**src/rtl/tinymips_pkg.sv**
```systemverilog
// Shared state encoding and run-control constants for the tiny boot controller.
package tinymips_pkg;

    typedef enum logic [1:0] {
        IDLE,
        ARMED,
        RUN,
        DONE
    } state_t;

    // A cycle limit of this value means the run never times out.
    localparam int NO_LIMIT = 0;

    // The CPU halts by fetching one word past the end of the loaded program.
    localparam int HALT_PAST_END = 1;

endpackage

```
**src/rtl/tiny_boot_ctrl_if.sv**
```systemverilog
// Loader handshake and loader-side RAM write port of the boot controller.
interface tiny_boot_ctrl_if #(
    parameter int ADDR_W = 8,
    parameter int DATA_W = 16
);
    logic              ld_valid;
    logic [DATA_W-1:0] ld_data;
    logic              ld_last;
    logic              ld_ready;
    logic              ram_wrEn;
    logic [ADDR_W-1:0] ram_addr;
    logic [DATA_W-1:0] ram_data;
    logic              mux_sel;

    modport master (
        output ld_valid, ld_data, ld_last,
        input  ld_ready, ram_wrEn, ram_addr, ram_data, mux_sel
    );

    modport slave (
        input  ld_valid, ld_data, ld_last,
        output ld_ready, ram_wrEn, ram_addr, ram_data, mux_sel
    );
endinterface

```
**src/rtl/tiny_boot_ctrl_sat_counter.sv**
```systemverilog
// Up-counter that sticks at all-ones instead of wrapping.
module sat_counter #(
    parameter int WIDTH = 16
) (
    input  logic             clk,
    input  logic             rst,
    input  logic             clr,
    input  logic             en,
    output logic [WIDTH-1:0] q
);

    always_ff @(posedge clk) begin
        if (rst || clr) begin
            q <= '0;
        end else if (en && (q != '1)) begin
            q <= q + WIDTH'(1);
        end
    end

endmodule

```
**src/rtl/tiny_boot_ctrl.sv**
```systemverilog
// Boot controller: streams a program into RAM, then runs the CPU until it
// reaches the halt address, hits the cycle limit, or is cleared.
module tiny_boot_ctrl
    import tinymips_pkg::*;
#(
    parameter int ADDR_W = 8,
    parameter int DATA_W = 16,
    parameter int CYC_W  = 16
) (
    input  logic              clk,
    input  logic              rst,
    tiny_boot_ctrl_if.slave   bus,
    input  logic              start,
    input  logic              clear,
    input  logic [CYC_W-1:0]  cycle_limit,
    input  logic [ADDR_W-1:0] cpu_addr,
    output logic              cpu_rst,
    output logic [ADDR_W:0]   word_count,
    output logic [CYC_W-1:0]  cycles,
    output logic              halted,
    output logic              timeout
);

    localparam logic [ADDR_W-1:0] LAST_ADDR = '1;
    localparam logic [CYC_W-1:0]  UNLIMITED = CYC_W'(NO_LIMIT);

    state_t            state;
    logic [ADDR_W-1:0] ptr;
    logic              handshake;
    logic              go;
    logic              halt_hit;
    logic              limit_hit;
    logic [CYC_W:0]    next_count;

    assign bus.ld_ready = (state == IDLE) && !rst;
    assign handshake    = bus.ld_valid && bus.ld_ready;
    assign go           = start && !clear && ((state == ARMED) || (state == DONE));

    // Compared one bit wider so a saturated count can never alias a limit.
    assign next_count = {1'b0, cycles} + (CYC_W+1)'(1);
    assign halt_hit   = ({1'b0, cpu_addr} == word_count);
    assign limit_hit  = (cycle_limit != UNLIMITED) && (next_count == {1'b0, cycle_limit});

    sat_counter #(
        .WIDTH (CYC_W)
    ) u_cycles (
        .clk (clk),
        .rst (rst),
        .clr (go),
        .en  ((state == RUN) && !clear),
        .q   (cycles)
    );

    always_ff @(posedge clk) begin
        if (rst) begin
            state        <= IDLE;
            ptr          <= '0;
            word_count   <= '0;
            halted       <= 1'b0;
            timeout      <= 1'b0;
            bus.ram_wrEn <= 1'b0;
            bus.ram_addr <= '0;
            bus.ram_data <= '0;
            bus.mux_sel  <= 1'b1;
            cpu_rst      <= 1'b1;
        end else begin
            bus.ram_wrEn <= 1'b0;
            if (clear) begin
                state       <= IDLE;
                ptr         <= '0;
                word_count  <= '0;
                bus.mux_sel <= 1'b1;
                cpu_rst     <= 1'b1;
            end else begin
                case (state)
                    IDLE: begin
                        if (handshake) begin
                            bus.ram_wrEn <= 1'b1;
                            bus.ram_addr <= ptr;
                            bus.ram_data <= bus.ld_data;
                            ptr          <= ptr + ADDR_W'(1);
                            if (bus.ld_last || (ptr == LAST_ADDR)) begin
                                word_count <= {1'b0, ptr} + (ADDR_W+1)'(HALT_PAST_END);
                                state      <= ARMED;
                            end
                        end
                    end
                    ARMED, DONE: begin
                        if (start) begin
                            state       <= RUN;
                            halted      <= 1'b0;
                            timeout     <= 1'b0;
                            bus.mux_sel <= 1'b0;
                            cpu_rst     <= 1'b0;
                        end
                    end
                    RUN: begin
                        // Halt takes priority when both end conditions coincide.
                        if (halt_hit) begin
                            state       <= DONE;
                            halted      <= 1'b1;
                            bus.mux_sel <= 1'b1;
                            cpu_rst     <= 1'b1;
                        end else if (limit_hit) begin
                            state       <= DONE;
                            timeout     <= 1'b1;
                            bus.mux_sel <= 1'b1;
                            cpu_rst     <= 1'b1;
                        end
                    end
                    default: begin
                        state <= IDLE;
                    end
                endcase
            end
        end
    end

endmodule

```
**src/flat_wrapper.sv**
```systemverilog
// flat-port wrapper written by rule: the top's interface ports become plain ports
module tiny_boot_ctrl_flat import tinymips_pkg::*;
#(
    parameter int ADDR_W = 8,
    parameter int DATA_W = 16,
    parameter int CYC_W  = 16
)
  (clk, rst, start, clear, cycle_limit, cpu_addr, cpu_rst, word_count, cycles, halted, timeout, bus_ld_valid, bus_ld_data, bus_ld_last, bus_ld_ready, bus_ram_wrEn, bus_ram_addr, bus_ram_data, bus_mux_sel);
  tiny_boot_ctrl_if #(.ADDR_W(ADDR_W), .DATA_W(DATA_W)) bus_i ();
  input  logic clk;
  input  logic rst;
  input  logic start;
  input  logic clear;
  input  logic [CYC_W-1:0] cycle_limit;
  input  logic [ADDR_W-1:0] cpu_addr;
  output logic cpu_rst;
  output logic [ADDR_W:0] word_count;
  output logic [CYC_W-1:0] cycles;
  output logic halted;
  output logic timeout;
  input wire logic [$bits(bus_i.ld_valid)-1:0] bus_ld_valid;
  input wire logic [$bits(bus_i.ld_data)-1:0] bus_ld_data;
  input wire logic [$bits(bus_i.ld_last)-1:0] bus_ld_last;
  output wire logic [$bits(bus_i.ld_ready)-1:0] bus_ld_ready;
  output wire logic [$bits(bus_i.ram_wrEn)-1:0] bus_ram_wrEn;
  output wire logic [$bits(bus_i.ram_addr)-1:0] bus_ram_addr;
  output wire logic [$bits(bus_i.ram_data)-1:0] bus_ram_data;
  output wire logic [$bits(bus_i.mux_sel)-1:0] bus_mux_sel;
  assign bus_i.ld_valid = bus_ld_valid;
  assign bus_i.ld_data = bus_ld_data;
  assign bus_i.ld_last = bus_ld_last;
  assign bus_ld_ready = bus_i.ld_ready;
  assign bus_ram_wrEn = bus_i.ram_wrEn;
  assign bus_ram_addr = bus_i.ram_addr;
  assign bus_ram_data = bus_i.ram_data;
  assign bus_mux_sel = bus_i.mux_sel;
  tiny_boot_ctrl #(.ADDR_W(ADDR_W), .DATA_W(DATA_W), .CYC_W(CYC_W)) u_core (.clk(clk), .rst(rst), .bus(bus_i), .start(start), .clear(clear), .cycle_limit(cycle_limit), .cpu_addr(cpu_addr), .cpu_rst(cpu_rst), .word_count(word_count), .cycles(cycles), .halted(halted), .timeout(timeout));
endmodule
```
**config.mk**
```make
export PLATFORM = sky130hd
export DESIGN_NAME = tiny_boot_ctrl_flat
export DESIGN_NICKNAME = d
export VERILOG_FILES = /design/src/rtl/tinymips_pkg.sv /design/src/rtl/tiny_boot_ctrl_if.sv /design/src/rtl/tiny_boot_ctrl_sat_counter.sv /design/src/rtl/tiny_boot_ctrl.sv /design/src/flat_wrapper.sv
export SDC_FILE = /design/constraint.sdc
export NUM_CORES = 1
export LEC_CHECK = 0
export ABC_AREA = 1
export CORE_ASPECT_RATIO = 0.75
export CORE_MARGIN = 2
export CORE_UTILIZATION = 47
export DETAILED_ROUTE_END_ITERATION = 10
export HOLD_SLACK_MARGIN = 0.06
export PLACE_DENSITY = 0.82
export SLEW_MARGIN = 15
export SYNTH_ARGS = -nofsm -noshare
export SYNTH_HDL_FRONTEND = slang
export SYNTH_SLANG_ARGS = --single-unit
export TNS_END_PERCENT = 10
```
**constraint.sdc**
```tcl
create_clock -name clk -period 2.3 [get_ports clk]
set_clock_uncertainty 0.2 [all_clocks]
set_input_delay 0.46 -clock clk [delete_from_list [all_inputs] [get_ports clk]]
set_output_delay 0.46 -clock clk [all_outputs]
set_load 0.05 [all_outputs]
```
Yosys cells after proc, flatten, opt, wreduce, memory -nomap -nowiden. Cells that the tools add are included.

Input port bits: 46. ROM bits: 0. Register bits after elaboration: 63. Latch bits: 0. Logic and storage cells: 70. Memories kept: 0. Output and inout port bits: 55. Memory bits (writable): 0.

Bitwise operators: 2. Multiply operators: 0. Reductions and logical operators: 25. Equality and inequality tests: 14. Add/sub/neg operators: 4. Magnitude comparators: 0. Shift operators: 0. Div/mod/pow operators: 0. Multiplexer cells: 15.

Operators with widths (number): 16-bit by 1-bit adder with 17-bit output, second input constant (1); 17-bit by 16-bit == test with 1-bit output (1); 16-bit by 1-bit adder with 16-bit output, second input constant (1); 16-bit inequality test, second input constant (1); 16-bit nonzero test (1); 2-bit 2-to-1 mux (5); 8-bit by 1-bit adder with 9-bit output, second input constant (1); 8-bit by 9-bit == test with 1-bit output (1); 3-bit AND reduction (3); 8-bit by 1-bit adder with 8-bit output, second input constant (1); 8-bit == test, second input constant (1); 4-bit AND reduction (2); 1-bit logical AND (7); 1-bit 2-to-1 mux (6); 2-bit by 1-bit inequality test with 1-bit output, second input constant (3); 2-bit inequality test, second input constant (3); 1-bit case mux with 2 select lines (3); 2-bit case mux with 3 select lines (1); 5-bit AND reduction (1); 2-bit == test, second input constant (2); 2-bit OR reduction (2); 1-bit logical OR (3); 3-bit by 1-bit inequality test with 1-bit output, second input constant (1); 3-bit OR reduction (1); 6 further kinds (8).

Logic depth before layout (Yosys ltp). Gate-level depths: netlist of the first run.

Depth after elaboration: 6. Mapped depth: 17. Depth with buffers taken out: 17.

By module. Synthesis of the first run repeated with hierarchy kept, for this count alone.

Cell total of the unflattened synthesis: 632. Area, all modules: 3902.5 µm².

Modules (own cells, without submodules): tiny_boot_ctrl (instances 1, seq. area each 940.9 µm², cells each 483, area an instance 2951.6 µm²); sat_counter (instances 1, seq. area each 320.3 µm², cells each 149, area an instance 950.9 µm²).

Worst setup path after synthesis of the first run. OpenSTA, ideal clock, no wires.

Path kind: input-to-reg. Start: input port rst. End: register u_core.bus.ram_addr[1]. Arrival: 2.588 ns. Slack: -0.604 ns. Stages: 7. Library setup time: 0.116 ns. Required time: 1.984 ns. Path buffers: 1. Path through: nor3_1 -> nand2_1 -> nor2_1 -> inv_1 -> clkbuf_1 -> nor2_1 -> nor2_1.

Longest elaborated chain between the ends: 4.

RTL lines: start, declared (line flat_wrapper.sv:11) `input logic rst;`; 1-bit logical NOT (line tiny_boot_ctrl.sv:35) `assign bus.ld_ready = (state == IDLE) && !rst;`; 1-bit logical AND (line tiny_boot_ctrl.sv:35); 1-bit logical AND (line tiny_boot_ctrl.sv:36) `assign handshake = bus.ld_valid && bus.ld_ready;`; 3-bit AND reduction (no source line); end signal, assigned (line tiny_boot_ctrl.sv:79) `bus.ram_addr <= ptr;`; end, declared (line tiny_boot_ctrl_if.sv:22) `output ld_ready, ram_wrEn, ram_addr, ram_data, mux_sel`.

Several ways; a longest one is shown, not always the timed one. A chain may end at the register's enable or synchronous reset.

Final worst setup path of the first run.
Start: register u_core.u_cycles.q[0]. End: register u_core.state[0].

Longest elaborated chain between the ends: 5.

RTL lines: start, declared (line tiny_boot_ctrl_sat_counter.sv:9) `output logic [WIDTH-1:0] q`; start signal, assigned (line tiny_boot_ctrl_sat_counter.sv:16) `q <= q + WIDTH'(1);`; 16-bit by 1-bit adder with 17-bit output (line tiny_boot_ctrl.sv:40) `assign next_count = {1'b0, cycles} + (CYC_W+1)'(1);`; 17-bit by 16-bit == test with 1-bit output (line tiny_boot_ctrl.sv:42) `assign limit_hit = (cycle_limit != UNLIMITED) && (next_count == {1'b0, cycle_limit});`; 1-bit logical AND (line tiny_boot_ctrl.sv:42); 3-bit by 1-bit inequality test with 1-bit output (no source line); 4-bit AND reduction (no source line); end signal, assigned (line tiny_boot_ctrl.sv:56) `state <= IDLE;`; end signal, assigned (line tiny_boot_ctrl.sv:69) `state <= IDLE;`; end signal, assigned (line tiny_boot_ctrl.sv:84) `state <= ARMED;`; end, declared (line tiny_boot_ctrl.sv:27) `state_t state;`.

No other way between the ends.

==> results of run 1 <==
power by group through the flow:
stage / clock [mW] / sequential, mW / combinational [mW]
CTS: 1.20 / 1.16 / 0.457
floorplan: 0 / 1.29 / 0.140
global route: 1.24 / 1.16 / 0.499
finish: 1.18 / 1.16 / 0.466
global placement: 0 / 1.18 / 0.450
detailed placement: 0 / 1.18 / 0.456
stage by stage:
step	hold slack, ns	cell area (um2)	setup slack, ns	instances
2_1_floorplan	0.250	3250	0.00222	480
3_3_place_gp	0.252	4430	-0.0297	666
3_5_place_dp	0.262	4430	-0.0588	666
4_1_cts	0.278	4680	-0.0126	683
5_1_grt	0.324	4870	-0.0737	692
6_report	0.282	4870	0.0646	692
worst min path at each step:
stage / startpoint / end / slack (ns) / depth (start not counted)
after CTS: u_core.bus.ram_addr[7]$_SDFFE_PP0P_ / u_core.bus.ram_addr[7]$_SDFFE_PP0P_ / 0.28 / 2
after global routing: u_core.word_count[8]$_SDFFE_PP0P_ / u_core.word_count[8]$_SDFFE_PP0P_ / 0.32 / 2
after detailed placement: u_core.timeout$_SDFFE_PP0P_ / u_core.timeout$_SDFFE_PP0P_ / 0.26 / 2
final: u_core.bus.ram_addr[7]$_SDFFE_PP0P_ / u_core.bus.ram_addr[7]$_SDFFE_PP0P_ / 0.28 / 2
after global placement: u_core.bus.ram_addr[7]$_SDFFE_PP0P_ / u_core.bus.ram_addr[7]$_SDFFE_PP0P_ / 0.25 / 2
after floorplan: u_core.ptr[0]$_SDFFE_PP0P_ / u_core.word_count[0]$_SDFFE_PP0P_ / 0.25 / 1
cell type report:
type / instances / area share
clock inverter: 7 / 0.0247
sequential: 63 / 0.263
clock buffer: 9 / 0.0254
inverter: 46 / 0.0360
timing repair buffer: 126 / 0.250
multi-input combinational: 357 / 0.380
tap: 84 / 0.0216
worst register-to-register path, cell delays in order (launching register included):
cell	delay (ns)
dfxtp_4	0.40
ha_4	0.16
nand2_2	0.06
nor2_4	0.23
buf_4	0.16
xor2_1	0.05
nand2_1	0.06
nand3_1	0.08
nor2_1	0.11
nand2_1	0.08
nor2_1	0.14
nand2_2	0.08
nand3_2	0.08
nand2_2	0.09
nand2_2	0.07
nand2_2	0.06
nor2_2	0.07
Yosys cell counts (all sizes together):
cell | instances | area share
a2111oi | 1 | 0.0027
a211oi | 1 | 0.0023
a21oi | 33 | 0.051
a31oi | 3 | 0.0058
and2 | 1 | 0.0019
buf | 3 | 0.0050
clkbuf | 11 | 0.013
dfxtp | 63 | 0.39
ha | 3 | 0.012
inv | 46 | 0.053
nand2 | 100 | 0.12
nand3 | 30 | 0.049
nand3b | 3 | 0.0069
nand4 | 7 | 0.014
nor2 | 98 | 0.13
nor3 | 3 | 0.0046
o2111ai | 1 | 0.0027
o21a | 2 | 0.0046
o21ai | 52 | 0.080
o22ai | 1 | 0.0019
o31ai | 1 | 0.0023
or2 | 1 | 0.0019
xnor2 | 5 | 0.014
xnor3 | 1 | 0.0069
xor2 | 10 | 0.027
sequential cells by signal, summed over array words and instances, names as in the netlist:
name and count:
u_core.bus.ram_data 16, u_core.u_cycles.q 16, u_core.word_count 9, u_core.bus.ram_addr 8, u_core.ptr 8, u_core.state 2
u_core.bus.mux_sel 1, u_core.bus.ram_wrEn 1, u_core.halted 1, u_core.timeout 1
repair_timing:
action	4_1_cts	5_1_grt
endpoints found under the setup margin	6	7
setup buffers	1	9
cloned	0	0
gates resized for setup	6	39
pin swaps	1	10
kinds of logic after synthesis:
group                    share of synthesized area
flip-flops                                   0.389
XOR/XNOR                                    0.0475
AND/OR/NAND/NOR                              0.327
AO/OA/AOI/OAI                                0.154
adder cells (fa/ha/maj)                     0.0116
buffers and inverters                       0.0710
layer usage:
layer | vias to the layer above | wire length (um)
li1 | 1807 | -
met1 | 1641 | 4600
met2 | 140 | 4440
met3 | 16 | 577
met4 | 0 | 128
met5 | - | 0
==> impl_metrics.json, run 1 <==
{
  "crit_cells": 16,
  "num_rows": 26,
  "timing.critical_path.mode_cell": "nand2_2",
  "dieArea_mm2": 0.00758,
  "met1_usage": 0.347,
  "postSynthAreaPerCell_um2": 6.75,
  "synth_nets": 529,
  "rr_worst_depth": 16,
  "portBuffers": 100,
  "critPathMaxFanout": 7,
  "swShare": 0.270,
  "initial_core_util": 0.481,
  "root_buffer": "clkbuf_8",
  "rr_startpoint": "u_core.u_cycles.q[0]$_SDFFE_PP0P_",
  "rrSetupSlack_ns": 0.06,
  "fin_crit_sh": 0.972,
  "gr-total-overflow": 0,
  "syn_to_final_growth_pct": 50.2,
  "nets": 652,
  "finalHoldViolations": 0,
  "ctsLongestPathBuffers": 2,
  "path_cells": "ha_4 -> nand2_2 -> nor2_4 -> buf_4 -> xor2_1 -> nand2_1 -> nand3_1 -> nor2_1 -> nand2_1 -> nor2_1 -> nand2_2 -> nand3_2 -> nand2_2 -> nand2_2 -> nand2_2 -> nor2_2",
  "ys_seq_area_frac": 0.389,
  "dieWidth_um": 99.9,
  "total_power_mw": 2.80,
  "internal_power_mw": 2.04,
  "drt_iter0_markers": 226,
  "clk_pin_slew_ns": 0.07,
  "clock-sinks": 63,
  "met3_usage": 0.0443,
  "period_minus_slack_ns": 2.24,
  "ys.warnings.count": 0,
  "drc_errors": 0,
  "startpoint_type": "register",
  "n_antenna_cell": 0,
  "cts_tree": "built",
  "cts_inserted_buffers": 9,
  "netlist_instances": 480,
  "setup.worst_path.end": "u_core.state[0]$_SDFFE_PP0P_",
  "drt-vias-per-instance": 5.21,
  "max_stage_delay_ns": 0.40,
  "multi_input_area_mm2": 0.00185,
  "ant_nets": 0,
  "finalWirelength_mm": 9.75,
  "clk_latency_ns": 0.34,
  "finalSetupViolCount": 0,
  "power_frac_comb": 0.167,
  "critPathRequiredTime_ns": 2.38,
  "crit_buf_inv": 1,
  "htreeDepth": 3,
  "fin_util": 0.723,
  "regArea_mm2": 0.00128,
  "status": "finished, final reports clean",
  "setup_tns_ns": 0,
  "slew_headroom": 0.571,
  "first_pass_iters": 5,
  "crit_slowest_cell": "dfxtp_4",
  "switchingPower_uw": 756,
  "worst-setup-path-type": "reg2reg",
  "synthesis.area_mm2": 0.00324,
  "cp-end-kind": "register",
  "reg2reg_to": "u_core.state[0]$_SDFFE_PP0P_",
  "track_usage": 0.249,
  "hp-class": "reg2reg",
  "peakVddDrop_uv": 328,
  "antenna_found_initial": 0,
  "cp-startpoint": "u_core.u_cycles.q[0]$_SDFFE_PP0P_",
  "tightestPinTransition_ns": 0.643,
  "num_io_pins": 101,
  "slew_viol_final": 0,
  "final_common_cell": "nand2_1",
  "dpl.hpwl_mm": 7.01,
  "p_seq_frac": 0.413,
  "use_met2": 0.382,
  "fill_cells": 533,
  "leakage_nw": 2.11,
  "die_h_um": 75.9,
  "clkPwrFrac": 0.421,
  "rsz0062_at_grt": "yes",
  "max_freq_ghz": 0.447,
  "wl_per_cell_um": 14.1,
  "core_mm2": 0.00673,
  "grt_pass1_vias": 3319,
  "ys_ff_latch": 63,
  "final_cell_mix": "nand2_1, clkdlybuf4s50_1, nor2_1",
  "num_vias": 3604,
  "grt_max_degree": 28,
  "grt_pass1_wl_mm": 15.2,
  "drive_gt1_frac": 0.155,
  "cellPowerDensity_mw_per_mm2": 575,
  "cp.arrival_ns": 2.32,
  "drv_cap": 0,
  "busiest_layer": "met2",
  "gp_congestion": 0.899,
  "cp_top_family": "simple AND/OR/NAND/NOR gates",
  "cts_hold_buf": 0,
  "synth.distinct_cells": 32
}
No activity file was read; power rests on OpenSTA's default activity.
==> inputs of run 2 (changes only) <==
--- a/config.mk
+++ b/config.mk
@@ -8,10 +8,10 @@
 export ABC_AREA = 1
 export CORE_ASPECT_RATIO = 0.75
 export CORE_MARGIN = 2
-export CORE_UTILIZATION = 47
+export CORE_UTILIZATION = 50
 export DETAILED_ROUTE_END_ITERATION = 10
 export HOLD_SLACK_MARGIN = 0.06
-export PLACE_DENSITY = 0.82
+export PLACE_DENSITY = 0.83
 export SLEW_MARGIN = 15
 export SYNTH_ARGS = -nofsm -noshare
 export SYNTH_HDL_FRONTEND = slang
==> constraint.sdc (replaced) <==
create_clock -name clk -period 2.9 [get_ports clk]
set_clock_uncertainty 0.2 [all_clocks]
set_input_delay 0.58 -clock clk [delete_from_list [all_inputs] [get_ports clk]]
set_output_delay 0.58 -clock clk [all_outputs]
set_load 0.05 [all_outputs]
==> run 2 against run 1 <==
  * Via count fell by 1.4%
  * Count of clock-buffer cells in the layout grew 1
  * Worst setup slack gained 0.36 ns
  * Wire length fell by 2.8%
  * Power decreased by 26%
  * Cell area is 6.3% lower
  * Sequential cell count stayed put
  * Sequential share of layout area increased by 1.4 points
  * Core utilization is 0.22 points higher
  * Critical path type unchanged
==> impl_metrics.json, run 2 (synthesis gave the netlist of run 1 again) <==
{
  "status": "finished, final reports clean",
  "slew_viol_final": 0,
  "cp-startpoint": "u_core.u_cycles.q[0]$_SDFFE_PP0P_",
  "cts_resized": 0,
  "nets": 633,
  "met1_usage": 0.335,
  "wl_per_cell_um": 14.1,
  "design_area_mm2": 0.00456,
  "drt-vias-per-instance": 5.31,
  "worst_hold_path.num_cells": 2,
  "reg.largest.list": "u_core.bus.ram_data (16), u_core.u_cycles.q (16), u_core.word_count (9)",
  "grt_pass1_vias": 3298,
  "cp.arrival_ns": 2.51,
  "reg2reg_to": "u_core.state[0]$_SDFFE_PP0P_",
  "startpoint_type": "register",
  "syn_to_final_growth_pct": 40.7,
  "setup_tns_ns": 0,
  "worst-setup-path-type": "reg2reg",
  "die_h_um": 73.7,
  "regArea_mm2": 0.00126,
  "multi_input_area_mm2": 0.00175,
  "clk_latency_ns": 0.34,
  "leakage_nw": 1.87,
  "met3_usage": 0.0695,
  "peakVddDrop_uv": 293,
  "rsz0062_at_grt": "no",
  "busiest_layer": "met2",
  "critPathMaxFanout": 7,
  "finalWirelength_mm": 9.47,
  "drive_gt1_frac": 0.0781,
  "num_rows": 25,
  "min-delay-start": "u_core.bus.ram_addr[7]$_SDFFE_PP0P_",
  "post-cts-setup-buffers": 0,
  "initial_core_util": 0.515,
  "crit_buf_inv": 0,
  "period_minus_slack_ns": 2.47,
  "dieWidth_um": 97.0,
  "core_mm2": 0.00629,
  "use_met2": 0.432,
  "final_cells": 670,
  "cp_top_family": "simple AND/OR/NAND/NOR gates",
  "cts_tree": "built",
  "portBuffers": 100,
  "path_cells": "ha_1 -> nand2_1 -> nor2_4 -> nand3_2 -> nand2_1 -> nand2_1 -> nand2_1 -> nand2_1 -> nor2_1 -> nand2_1 -> nor2_2 -> nand2_2 -> nand3_2 -> nand2_2 -> nor2_1 -> nor2_2",
  "finalHoldViolations": 0,
  "timing.critical_path.mode_cell": "nand2_1",
  "grt_max_degree": 28,
  "final_cell_mix": "clkdlybuf4s50_1, nand2_1, nor2_1",
  "total_power_mw": 2.06,
  "final_common_cell": "clkdlybuf4s50_1",
  "slew_headroom": 0.560,
  "dpl.hpwl_mm": 6.96,
  "htreeDepth": 3,
  "rrSetupSlack_ns": 0.43,
  "gp_congestion": 0.905,
  "ant_nets": 0,
  "tightestPinTransition_ns": 0.659,
  "first_pass_iters": 5,
  "num_io_pins": 101,
  "critPathRequiredTime_ns": 2.93,
  "n_antenna_cell": 0,
  "cts_hold_buf": 0,
  "ctsLongestPathBuffers": 2,
  "grt_pass1_wl_mm": 15.0,
  "fin_crit_sh": 0.853,
  "crit_cells": 16,
  "cts_inserted_buffers": 9,
  "clk_pin_slew_ns": 0.07,
  "drt_iter0_markers": 236,
  "cp-end-kind": "register",
  "root_buffer": "clkbuf_8",
  "drc_errors": 0,
  "clock-sinks": 63,
  "cellPowerDensity_mw_per_mm2": 452,
  "dieArea_mm2": 0.00715,
  "hold_end": "u_core.bus.ram_addr[7]$_SDFFE_PP0P_",
  "drv_cap": 0,
  "antenna_found_initial": 0,
  "gr-total-overflow": 0,
  "crit_slowest_cell": "dfxtp_1",
  "hp-class": "reg2reg",
  "num_vias": 3555,
  "rr_worst_depth": 16,
  "dpl.cell_count": 654,
  "rr_startpoint": "u_core.u_cycles.q[0]$_SDFFE_PP0P_",
  "fill_cells": 479,
  "track_usage": 0.261,
  "max_freq_ghz": 0.404,
  "finalSetupViolCount": 0,
  "place_area_mm2": 0.00435,
  "max_stage_delay_ns": 0.48
}
-- run 2: cell count changes in the layout (fill, tap and decap cells not counted), moves of 4 or more --
cell,delta
buf_4,-21
clkdlybuf4s50_1,+13
dfxtp_1,+8
dfxtp_2,-5
dlygate4sd2_1,-4
nand2_1,+7
nand2_2,-6
-- run 2: how the worst max path moves through the flow --
stage | to | slack [ns]
global placement | u_core.state[0]$_SDFFE_PP0P_ | 0.41
detailed placement | u_core.state[0]$_SDFFE_PP0P_ | 0.39
floorplan | u_core.bus.ram_addr[1]$_SDFFE_PP0P_ | 0.38
CTS | cycles[4] | 0.44
finish | u_core.state[0]$_SDFFE_PP0P_ | 0.43
global route | u_core.state[0]$_SDFFE_PP0P_ | 0.24
-- run 2: area by class of cell --
| class | instances | share of cell area |
|---|---|---|
| multi-input combinational | 357 | 0.385 |
| timing repair buffer | 107 | 0.233 |
| sequential | 63 | 0.277 |
| clock inverter | 6 | 0.0151 |
| clock buffer | 10 | 0.0302 |
| tap | 81 | 0.0222 |
| inverter | 46 | 0.0379 |
-- run 2: worst reg2reg max path, delay by kind of cell, from the launching register on --
kind / cells / cell delay [ns]
flops: 1 / 0.48
simple gates: 15 / 1.45
fa+ha+maj: 1 / 0.24
-- run 2: layer usage --
layer / routed length [um] / vias up
met1: 4140 / 1617
met5: 0 / -
met3: 854 / 16
met2: 4320 / 159
met4: 163 / 0
li1: - / 1763
-- run 2: report_power, final --
part           internal (mW)  switching, mW  leakage, nW
Sequential             0.895         0.0241        0.511
Combinational          0.147          0.209         1.27
Clock                  0.423          0.362       0.0912
-- run 2: per-stage QoR --
| step | util | worst slack [ns] | hold WS [ns] |
|---|---|---|---|
| 2_1_floorplan | - | 0.383 | 0.250 |
| 3_3_place_gp | 0.692 | 0.407 | 0.253 |
| 3_5_place_dp | 0.692 | 0.389 | 0.257 |
| 4_1_cts | 0.725 | 0.441 | 0.269 |
| 5_1_grt | 0.725 | 0.241 | 0.299 |
| 6_report | 0.725 | 0.425 | 0.264 |
==> inputs of run 3 (changes only) <==
--- a/config.mk
+++ b/config.mk
@@ -8,12 +8,12 @@
 export ABC_AREA = 1
 export CORE_ASPECT_RATIO = 0.75
 export CORE_MARGIN = 2
-export CORE_UTILIZATION = 50
+export CORE_UTILIZATION = 42
 export DETAILED_ROUTE_END_ITERATION = 10
 export HOLD_SLACK_MARGIN = 0.06
-export PLACE_DENSITY = 0.83
+export PLACE_DENSITY = 0.74
 export SLEW_MARGIN = 15
 export SYNTH_ARGS = -nofsm -noshare
 export SYNTH_HDL_FRONTEND = slang
 export SYNTH_SLANG_ARGS = --single-unit
-export TNS_END_PERCENT = 10
+export TNS_END_PERCENT = 100
==> constraint.sdc (replaced) <==
create_clock -name clk -period 2.25 [get_ports clk]
set_clock_uncertainty 0.2 [all_clocks]
set_input_delay 0.45 -clock clk [delete_from_list [all_inputs] [get_ports clk]]
set_output_delay 0.45 -clock clk [all_outputs]
set_load 0.05 [all_outputs]
==> run 3 against run 2 <==
  * The flow now finishes with violations (setup timing)
  * Critical path depth grew 1
  * Cell area grew 8.8%
  * Power grew 40%
  * Largest cell class unchanged
  * Largest power group is now the clock network
==> impl_metrics.json, run 3 (synthesis gave the netlist of run 1 again) <==
{
  "fill_cells": 693,
  "regArea_mm2": 0.00128,
  "rrSetupSlack_ns": -0.007,
  "cts_hold_buf": 0,
  "fin_crit_sh": 1.00,
  "worst-setup-path-type": "reg2reg",
  "violations": "setup timing",
  "cp-end-kind": "register",
  "cts_inserted_buffers": 9,
  "critPathRequiredTime_ns": 2.29,
  "slew_viol_final": 0,
  "antenna_found_initial": 0,
  "final_cell_mix": "nor2_1, nand2_1, clkdlybuf4s50_1",
  "grt_pass1_vias": 3195,
  "rsz0062_at_grt": "yes",
  "drive_gt1_frac": 0.185,
  "final_cells": 711,
  "setup_tns_ns": -0.00662,
  "drt_iter0_markers": 199,
  "startpoint_type": "register",
  "clock-sinks": 63,
  "finalSetupViolCount": 1,
  "dieWidth_um": 105,
  "dieArea_mm2": 0.00844,
  "num_io_pins": 101,
  "dpl.cell_count": 685,
  "num_vias": 3597,
  "max_freq_ghz": 0.443,
  "root_buffer": "clkbuf_8",
  "gr-total-overflow": 0,
  "first_pass_iters": 5,
  "track_usage": 0.225,
  "fin_util": 0.670,
  "cts_tree": "built",
  "clk_latency_ns": 0.34,
  "initial_core_util": 0.438,
  "peakVddDrop_uv": 343,
  "layout_setup_ws_ns": -0.00662,
  "n_antenna_cell": 0,
  "wl_per_cell_um": 14.2,
  "dpl.hpwl_mm": 7.19,
  "drc_errors": 0,
  "cellPowerDensity_mw_per_mm2": 581,
  "grt_pass1_wl_mm": 14.9,
  "period_minus_slack_ns": 2.26,
  "leakage_nw": 2.15,
  "nets": 654,
  "cp.arrival_ns": 2.30,
  "status": "complete, but fails checks",
  "reg.largest.list": "u_core.bus.ram_data (16), u_core.u_cycles.q (16), u_core.word_count (9)",
  "portBuffers": 100,
  "gp_congestion": 0.912,
  "die_h_um": 80.1,
  "critPathMaxFanout": 4,
  "ctsLongestPathBuffers": 2,
  "tightestPinTransition_ns": 0.684,
  "num_rows": 27,
  "slew_headroom": 0.544,
  "ant_nets": 0,
  "grt_max_degree": 28,
  "hp-class": "reg2reg",
  "htreeDepth": 3,
  "drt-vias-per-instance": 5.06,
  "drv_cap": 0,
  "multi_input_area_mm2": 0.00191,
  "syn_to_final_growth_pct": 53.1,
  "clk_pin_slew_ns": 0.07,
  "final_common_cell": "nor2_1",
  "core_mm2": 0.00740,
  "finalWirelength_mm": 10.1,
  "finalHoldViolations": 0
}
-- run 3: worst max-delay path, cell delays in order (launching register included) --
cell and delay [ns]:
dfxtp_4 0.41, buf_6 0.12, nand2_1 0.08, nor2_4 0.24
nand2_4 0.10, inv_4 0.09, nand2_1 0.06, and2_1 0.15
nor2_1 0.11, nor2_1 0.06, nand2_1 0.07, nor2_2 0.05
nand2_2 0.08, nand3_4 0.09, nand2_4 0.09, nand2_1 0.06
nand2_1 0.07, nor2_2 0.03
-- run 3: per-stage QoR --
step	worst slack [ns]	area [um2]	hold slack (ns)	total power, mW
6_report	-0.00662	4960	0.271	2.88
4_1_cts	-0.00879	4720	0.274	2.89
3_3_place_gp	-0.0895	4450	0.246	1.67
5_1_grt	-0.120	4960	0.304	2.98
2_1_floorplan	0.00243	3260	0.250	1.46
3_5_place_dp	-0.117	4450	0.262	1.68
-- run 3: worst paths after layout --
check | start | end | cells past startpoint
max | u_core.u_cycles.q[1]$_SDFFE_PP0P_ | u_core.state[0]$_SDFFE_PP0P_ | 17
max reg2reg | u_core.u_cycles.q[1]$_SDFFE_PP0P_ | u_core.state[0]$_SDFFE_PP0P_ | 17
min | u_core.bus.ram_addr[7]$_SDFFE_PP0P_ | u_core.bus.ram_addr[7]$_SDFFE_PP0P_ | 2
min reg2reg | u_core.bus.ram_addr[7]$_SDFFE_PP0P_ | u_core.bus.ram_addr[7]$_SDFFE_PP0P_ | 2
-- run 3: routing by layer --
layer | global-route usage | wire [um]
met1 | 0.300 | 4770
met2 | 0.362 | 4570
met3 | 0.0666 | 663
met4 | 0.0453 | 124
met5 | 0 | 0
-- run 3: cell type report --
type                    count  share of cell area
flip-flops and latches     63               0.258
repair buffers            126               0.243
repair inverters            2             0.00252
inverters                  46              0.0361
multi-input cells         357               0.386
well taps                 101              0.0255
clock buffers               9              0.0250
clock inverters             7              0.0242
-- run 3: timing repair --
action	4_1_cts	5_1_grt
pin swaps	2	16
resized for setup	7	49
cloned	0	2
setup endpoints to repair	4	20
buffers inserted	2	6
-- run 3: where the power goes --
| part | total, mW | internal, mW | switching, mW |
|---|---|---|---|
| Clock | 1.21 | 0.739 | 0.470 |
| Sequential | 1.18 | 1.15 | 0.0320 |
| Combinational | 0.487 | 0.206 | 0.281 |
